### config.mk
export PLATFORM = sky130hd
export DESIGN_NAME = temp_measure_ctrl
export DESIGN_NICKNAME = d
export VERILOG_FILES = /design/src/rtl/temp_ctrl_pkg.sv /design/src/rtl/temp_meas_timer.sv /design/src/rtl/temp_measure_ctrl.sv
export SDC_FILE = /design/constraint.sdc
export NUM_CORES = 1
export LEC_CHECK = 0
export CORE_MARGIN = 2
export CORE_UTILIZATION = 41
export CTS_CLUSTER_DIAMETER = 150
export CTS_CLUSTER_SIZE = 25
export DETAILED_ROUTE_END_ITERATION = 16
export PLACE_DENSITY = 0.87
export SLEW_MARGIN = 20
export SYNTH_ARGS = -nofsm -noshare
export SYNTH_HDL_FRONTEND = slang
export SYNTH_SLANG_ARGS = --single-unit
### constraint.sdc
create_clock -name clk -period 2.3 [get_ports clk]
set_input_delay 0.23 -clock clk [delete_from_list [all_inputs] [get_ports clk]]
set_output_delay 0.23 -clock clk [all_outputs]
set_load 0.05 [all_outputs]
### src/rtl/temp_ctrl_pkg.sv
// Shared types and constants for the temperature measurement sequencer.
package temp_ctrl_pkg;

  // Default configuration of the sequencer.
  localparam int DEF_TIMEOUT_CYCLES = 1023;
  localparam int DEF_CALC_LAT       = 2;
  localparam int DEF_PERIOD_W       = 16;

  // Datapath widths towards the ADC and the external calculator.
  localparam int TC_BASE_W = 32;
  localparam int TC_REF_W  = 8;
  localparam int ADC_W     = 16;
  localparam int TEMP_W    = 32;

  // Measurement sequencer states.
  typedef enum logic [2:0] {
    ST_IDLE = 3'd0,
    ST_REQ  = 3'd1,
    ST_WAIT = 3'd2,
    ST_CALC = 3'd3,
    ST_CAP  = 3'd4,
    ST_GAP  = 3'd5
  } state_e;

  // Larger of two integers, used to size the shared timer.
  function automatic int max_int(input int a, input int b);
    return (a > b) ? a : b;
  endfunction

endpackage

### src/rtl/temp_meas_timer.sv
// Loadable down-counter with a zero flag. Shared by the timeout, settle and
// gap phases; load has priority over decrement and the count saturates at 0.
module temp_meas_timer #(
  parameter int W = 16
) (
  input  logic         clk,
  input  logic         rst,
  input  logic         load,
  input  logic [W-1:0] load_val,
  input  logic         dec,
  output logic         zero
);

  logic [W-1:0] cnt_q;
  logic [W-1:0] cnt_d;

  // Next count: load wins, otherwise step down until empty.
  always_comb begin
    cnt_d = cnt_q;
    if (load) begin
      cnt_d = load_val;
    end else if (dec && (cnt_q != '0)) begin
      cnt_d = cnt_q - W'(1);
    end
  end

  // Count register with synchronous reset.
  always_ff @(posedge clk) begin
    if (rst) begin
      cnt_q <= '0;
    end else begin
      cnt_q <= cnt_d;
    end
  end

  assign zero = (cnt_q == '0);

endmodule

### src/rtl/temp_measure_ctrl.sv
// Temperature measurement sequencer: triggers the ADC, waits for the sample,
// drives the external calculator and captures its result.
// Optional macro ALARM_EN enables the over-temperature alarm output.
//
// Handshake: adc_start is a one-cycle request; the ADC answers with a
// one-cycle adc_valid strobe carrying adc_data_in, accepted only in WAIT.
// temp_valid is a one-cycle pulse in the cycle temp_out takes its new value.
module temp_measure_ctrl
  import temp_ctrl_pkg::*;
#(
  parameter int TIMEOUT_CYCLES = DEF_TIMEOUT_CYCLES,
  parameter int CALC_LAT       = DEF_CALC_LAT,
  parameter int PERIOD_W       = DEF_PERIOD_W
) (
  input  logic                 clk,
  input  logic                 rst,
  input  logic                 start,
  input  logic                 cont_en,
  input  logic [PERIOD_W-1:0]  period,
  input  logic [TC_BASE_W-1:0] tc_base_in,
  input  logic [TC_REF_W-1:0]  tc_ref_in,
  output logic                 adc_start,
  input  logic                 adc_valid,
  input  logic [ADC_W-1:0]     adc_data_in,
  output logic [TC_BASE_W-1:0] calc_tc_base,
  output logic [TC_REF_W-1:0]  calc_tc_ref,
  output logic [ADC_W-1:0]     calc_adc_data,
  input  logic [TEMP_W-1:0]    calc_tempc,
  output logic [TEMP_W-1:0]    temp_out,
  output logic                 temp_valid,
  output logic                 busy,
  output logic                 timeout_err,
  input  logic [TEMP_W-1:0]    alarm_thresh,
  output logic                 alarm
);

  localparam int CNT_W = max_int(PERIOD_W,
                                 max_int($clog2(TIMEOUT_CYCLES + 1), $clog2(CALC_LAT + 1)));

  state_e                 state_q, state_d;
  logic                   adc_start_q, adc_start_d;
  logic                   temp_valid_q, temp_valid_d;
  logic                   busy_q, busy_d;
  logic                   timeout_err_q, timeout_err_d;
  logic                   alarm_q, alarm_d;
  logic [TC_BASE_W-1:0]   calc_tc_base_q, calc_tc_base_d;
  logic [TC_REF_W-1:0]    calc_tc_ref_q, calc_tc_ref_d;
  logic [ADC_W-1:0]       calc_adc_data_q, calc_adc_data_d;
  logic [TEMP_W-1:0]      temp_out_q, temp_out_d;

  logic                   tmr_load;
  logic                   tmr_dec;
  logic [CNT_W-1:0]       tmr_load_val;
  logic                   tmr_zero;

  // One timer serves all phases: loaded with N-1 so that the state dwells
  // exactly N cycles and leaves on the cycle the timer reads zero.
  temp_meas_timer #(.W(CNT_W)) u_timer (
    .clk      (clk),
    .rst      (rst),
    .load     (tmr_load),
    .load_val (tmr_load_val),
    .dec      (tmr_dec),
    .zero     (tmr_zero)
  );

  // Next-state and next-output logic; outputs are registered from state_d.
  always_comb begin
    state_d         = state_q;
    timeout_err_d   = timeout_err_q;
    alarm_d         = alarm_q;
    calc_tc_base_d  = calc_tc_base_q;
    calc_tc_ref_d   = calc_tc_ref_q;
    calc_adc_data_d = calc_adc_data_q;
    temp_out_d      = temp_out_q;
    tmr_load        = 1'b0;
    tmr_dec         = 1'b0;
    tmr_load_val    = '0;

    case (state_q)
      ST_IDLE: begin
        if (start) begin
          calc_tc_base_d = tc_base_in;
          calc_tc_ref_d  = tc_ref_in;
          timeout_err_d  = 1'b0;
          state_d        = ST_REQ;
        end
      end
      ST_REQ: begin
        tmr_load     = 1'b1;
        tmr_load_val = CNT_W'(TIMEOUT_CYCLES - 1);
        state_d      = ST_WAIT;
      end
      ST_WAIT: begin
        // A sample arriving on the last allowed cycle still counts.
        if (adc_valid) begin
          calc_adc_data_d = adc_data_in;
          tmr_load        = 1'b1;
          tmr_load_val    = CNT_W'(CALC_LAT - 1);
          state_d         = ST_CALC;
        end else if (tmr_zero) begin
          timeout_err_d = 1'b1;
          state_d       = ST_IDLE;
        end else begin
          tmr_dec = 1'b1;
        end
      end
      ST_CALC: begin
        if (tmr_zero) begin
          state_d = ST_CAP;
        end else begin
          tmr_dec = 1'b1;
        end
      end
      ST_CAP: begin
        if (cont_en && (period == '0)) begin
          state_d = ST_REQ;
        end else if (cont_en) begin
          tmr_load     = 1'b1;
          tmr_load_val = CNT_W'(period) - CNT_W'(1);
          state_d      = ST_GAP;
        end else begin
          state_d = ST_IDLE;
        end
      end
      ST_GAP: begin
        if (!cont_en) begin
          state_d = ST_IDLE;
        end else if (tmr_zero) begin
          state_d = ST_REQ;
        end else begin
          tmr_dec = 1'b1;
        end
      end
      default: state_d = ST_IDLE;
    endcase

    // Capture happens on entry to CAP so temp_out and temp_valid line up.
    if (state_d == ST_CAP) begin
      temp_out_d = calc_tempc;
`ifdef ALARM_EN
      alarm_d    = (calc_tempc > alarm_thresh);
`endif
    end
`ifndef ALARM_EN
    alarm_d = 1'b0;
`endif

    adc_start_d  = (state_d == ST_REQ);
    temp_valid_d = (state_d == ST_CAP);
    busy_d       = (state_d != ST_IDLE);
  end

`ifndef ALARM_EN
  logic unused_alarm_thresh;
  assign unused_alarm_thresh = ^alarm_thresh;
`endif

  // State and output registers with synchronous reset.
  always_ff @(posedge clk) begin
    if (rst) begin
      state_q         <= ST_IDLE;
      adc_start_q     <= 1'b0;
      temp_valid_q    <= 1'b0;
      busy_q          <= 1'b0;
      timeout_err_q   <= 1'b0;
      alarm_q         <= 1'b0;
      calc_tc_base_q  <= '0;
      calc_tc_ref_q   <= '0;
      calc_adc_data_q <= '0;
      temp_out_q      <= '0;
    end else begin
      state_q         <= state_d;
      adc_start_q     <= adc_start_d;
      temp_valid_q    <= temp_valid_d;
      busy_q          <= busy_d;
      timeout_err_q   <= timeout_err_d;
      alarm_q         <= alarm_d;
      calc_tc_base_q  <= calc_tc_base_d;
      calc_tc_ref_q   <= calc_tc_ref_d;
      calc_adc_data_q <= calc_adc_data_d;
      temp_out_q      <= temp_out_d;
    end
  end

  assign adc_start     = adc_start_q;
  assign temp_valid    = temp_valid_q;
  assign busy          = busy_q;
  assign timeout_err   = timeout_err_q;
  assign alarm         = alarm_q;
  assign calc_tc_base  = calc_tc_base_q;
  assign calc_tc_ref   = calc_tc_ref_q;
  assign calc_adc_data = calc_adc_data_q;
  assign temp_out      = temp_out_q;

endmodule

==> impl_metrics.csv <==
group,metric,value,unit
timing,whs,0.300,ns
grt,grt_usage,0.225,
worst_setup_path,criticalPathCategory,"reg2reg",
worst_setup_path,rrSetupSlack,0.21,ns
grt,grt_pass1_vias,4813,
logic_synthesis,yosys.area.top_type,"dfxtp_1",
grt,top_usage_layer,"met2",
power_and_ir_drop,seq_power_share,0.377,
timing,relSlewSlack,0.607,
worst_setup_path,cp_max_fo,32,
timing,drv_slew,0,
grt,met2_usage,0.392,
cells_and_area,drive_gt1_frac,0.0974,
timing,tightestPinTransition,0.588,ns
clock_network,cts_tree,"yes",
floorplanning,die_w,113,um
clock_network,cts_buffers,9,
grt,grt_pass1_wl,23300,um
logic_synthesis,synth.area.mux_share,0.00620,
floorplanning,die_y,113,um
logic_synthesis,synth_warnings,0,
clock_network,cts.sinks,111,
floorplanning,pin_count,234,
grt,antenna_found_initial,0,
timing,grt_setup_unrepaired,"false",
floorplanning,fp.coreArea,0.0115,sq mm
power_and_ir_drop,peakVddDrop,692,uV
run_status,status,"finished, final reports clean",
power_and_ir_drop,p_clk_frac,0.261,
worst_setup_path,cp-start-kind,"flop",
timing,finalHoldViolations,0,
cells_and_area,syn_to_final_growth,55.1,%
logic_synthesis,synth_area_leaders,"dfxtp_1, nand2_1, a21oi_1, nor2_1, clkbuf_1",
logic_synthesis,yosys.area_share.simple,0.307,
floorplanning,rows,39,
power_and_ir_drop,power_leakage,2.72,nW
logic_synthesis,yosys_register_bits,111,
cells_and_area,final_cell_area,0.00751,sq mm
power_and_ir_drop,pwr-share-comb,0.362,
worst_setup_path,cp.required,2.51,ns
logic_synthesis,synth_top_family_by_area,"simple AND/OR/NAND/NOR gates",
logic_synthesis,synthCells,611,
logic_synthesis,yosysTopAreaCellShare,0.459,
job,drv_cap,0,
clock_network,clk-insertion-delay-late,0.35,ns
route,vias,5012,
route,routed_wl,14400,um
logic_synthesis,synth_edf_count,0,
route,drc,0,
floorplanning,die_area,0.0127,sq mm
power_and_ir_drop,power_density,805,mW/mm^2
grt,use_met3,0.0814,
logic_synthesis,synth-compound-area-share,0.160,
worst_setup_path,endpoint_kind,"flop",
logic_synthesis,synth_xor_area_frac,0.0181,
power_and_ir_drop,p_int,3.93,mW
logic_synthesis,syn_nets,754,
logic_synthesis,synthAdderAreaFrac,0.00517,
clock_network,path_clk_slew,0.07,ns
grt,met1_usage,0.260,
hold_path,hp-class,"in2reg",
cells_and_area,fillers,931,
power_and_ir_drop,p_sw,2.12,mW
logic_synthesis,ys_types,69,
grt,grt-ovfl-total,0,
route,wl_per_cell,14.8,um
route,drt_iter0_drc,344,
clock_network,post_cts_buffers,0,
logic_synthesis,synth_most_common_cell,"nand2_1",
timing,fin_crit_sh,0.910,
logic_synthesis,ys.flop_type,"dfxtp_1",
clock_network,cts_resized,0,
route,drt_pass1_iterations,5,
grt,grt_max_degree,51,
clock_network,hold_buffers,0,
logic_synthesis,avgSynthCellArea,7.93,sq um
clock_network,clock-root-buffer,"clkbuf_16",
route,via_per_inst,5.14,
logic_synthesis,ys_top_cells_by_count,"nand2_1, dfxtp_1, a21oi_1",
placed_design,io_buffers,200,
placed_design,dp_hpwl,10500,um
logic_synthesis,seq_area_frac_synth,0.459,
floorplanning,start_util,0.422,
cells_and_area,antennaDiodeCount,0,
placed_design,gp_congestion,0.898,
timing,setup_viol,0,
clock_network,clockBufferDepth,2,
timing,fmax,478,MHz
power_and_ir_drop,sw_frac_of_total,0.351,
clock_network,htreeDepth,3,
timing,skew,0.00891,ns
logic_synthesis,synthArstFlopShare,0,
timing,fin_crit,2.09,ns
placed_design,post_dp_cell_area,0.00722,sq mm
logic_synthesis,mappedNetlistArea,0.00484,sq mm
route,postRouteAntennaNets,0,
cells_and_area,layout.nets,970,
worst_setup_path,crit_arrival,2.30,ns
==> sequential cells by signal, indices dropped and copies added (netlist names) <==
name           cells
state_q            3
calc_tc_ref        8
busy               1
calc_tc_base      32
temp_valid         1
calc_adc_data     16
u_timer.cnt_q     16
timeout_err        1
adc_start          1
temp_out          32
==> cell type report <==
cell class	instances	area, sq um	share of cell area
Clock buffer	12	246	0.0328
Clock inverter	4	52.6	0.00699
Inverter	7	26.3	0.00350
Multi-Input combinational cell	454	2420	0.322
Sequential cell	111	2220	0.296
Tap cell	143	179	0.0238
Timing Repair Buffer	244	2370	0.315
==> through the flow <==
step	setup slack (ns)	std cells	power (mW)	util	setup TNS (ns)
floorplan	0.263	611	3.69	-	0
global placement	-0.0448	959	4.45	0.629	-0.136
detailed placement	-0.121	959	4.49	0.629	-0.482
CTS	0.220	975	6.08	0.655	0
global route	0.0325	975	6.36	0.655	0
finish	0.208	975	6.05	0.655	0
==> worst max-delay path, cell delays in order (launching register included) <==
cell and delay, ns:
dfxtp_1 0.32, inv_1 0.09, ha_1 0.21, nor4b_4 0.26
buf_4 0.17, nand2_1 0.15, nor2_1 0.23, nand2_1 0.08
buf_4 0.23, nand2_1 0.11, a21oi_1 0.08
==> layout by cell type, fill, tap and decap left out, types with 3 or more instances in the layout <==
master	instances
a21boi_0	3
a21oi_1	98
a31oi_1	5
and3_1	4
buf_12	3
buf_4	42
clkbuf_16	9
clkdlybuf4s50_1	199
dfxtp_1	111
inv_1	7
mux2i_1	3
nand2_1	194
nand2b_1	3
nand3_1	7
nand3b_1	4
nor2_1	30
nor2b_1	3
nor3_1	12
nor3_2	4
nor3b_1	3
nor4_1	5
nor4_2	3
nor4_4	3
o21ai_0	9
xnor2_1	6
xor2_1	4
==> final timing paths <==
path                            cells after the start                to             start
worst max-delay path                               10      temp_out[18]  u_timer.cnt_q[0]
worst min-delay path                                2  calc_tc_base[25]               rst
worst max register to register                     10      temp_out[18]  u_timer.cnt_q[0]
worst min register to register                      2       temp_out[4]       temp_out[4]
==> cells by family (layout without fill, tap and decap cells) <==
logic type,count (synthesis),after routing
AO/OA/AOI/OAI,137,137
buffers and inverters,46,267
AND/OR/NAND/NOR,301,301
adder cells (fa/ha/maj),2,2
flip-flops,111,111
other,1,1
multiplexers,3,3
XOR/XNOR,10,10
==> power groups by stage <==
stage                     clock network [mW]  registers [mW]  logic (mW)
after global routing                    1.68            2.30        2.38
after global placement                     0            2.31        2.14
final                                   1.58            2.28        2.19
after CTS                               1.62            2.28        2.19
after detailed placement                   0            2.32        2.17
after floorplan                            0            2.64        1.05
==> metal layers <==
metal | vias to the layer above | share of wire
met5 | - | 0
met4 | 0 | 0.015
met3 | 22 | 0.093
met2 | 193 | 0.50
met1 | 2292 | 0.39
li1 | 2505 | -
No activity file was read; power rests on OpenSTA's default activity.
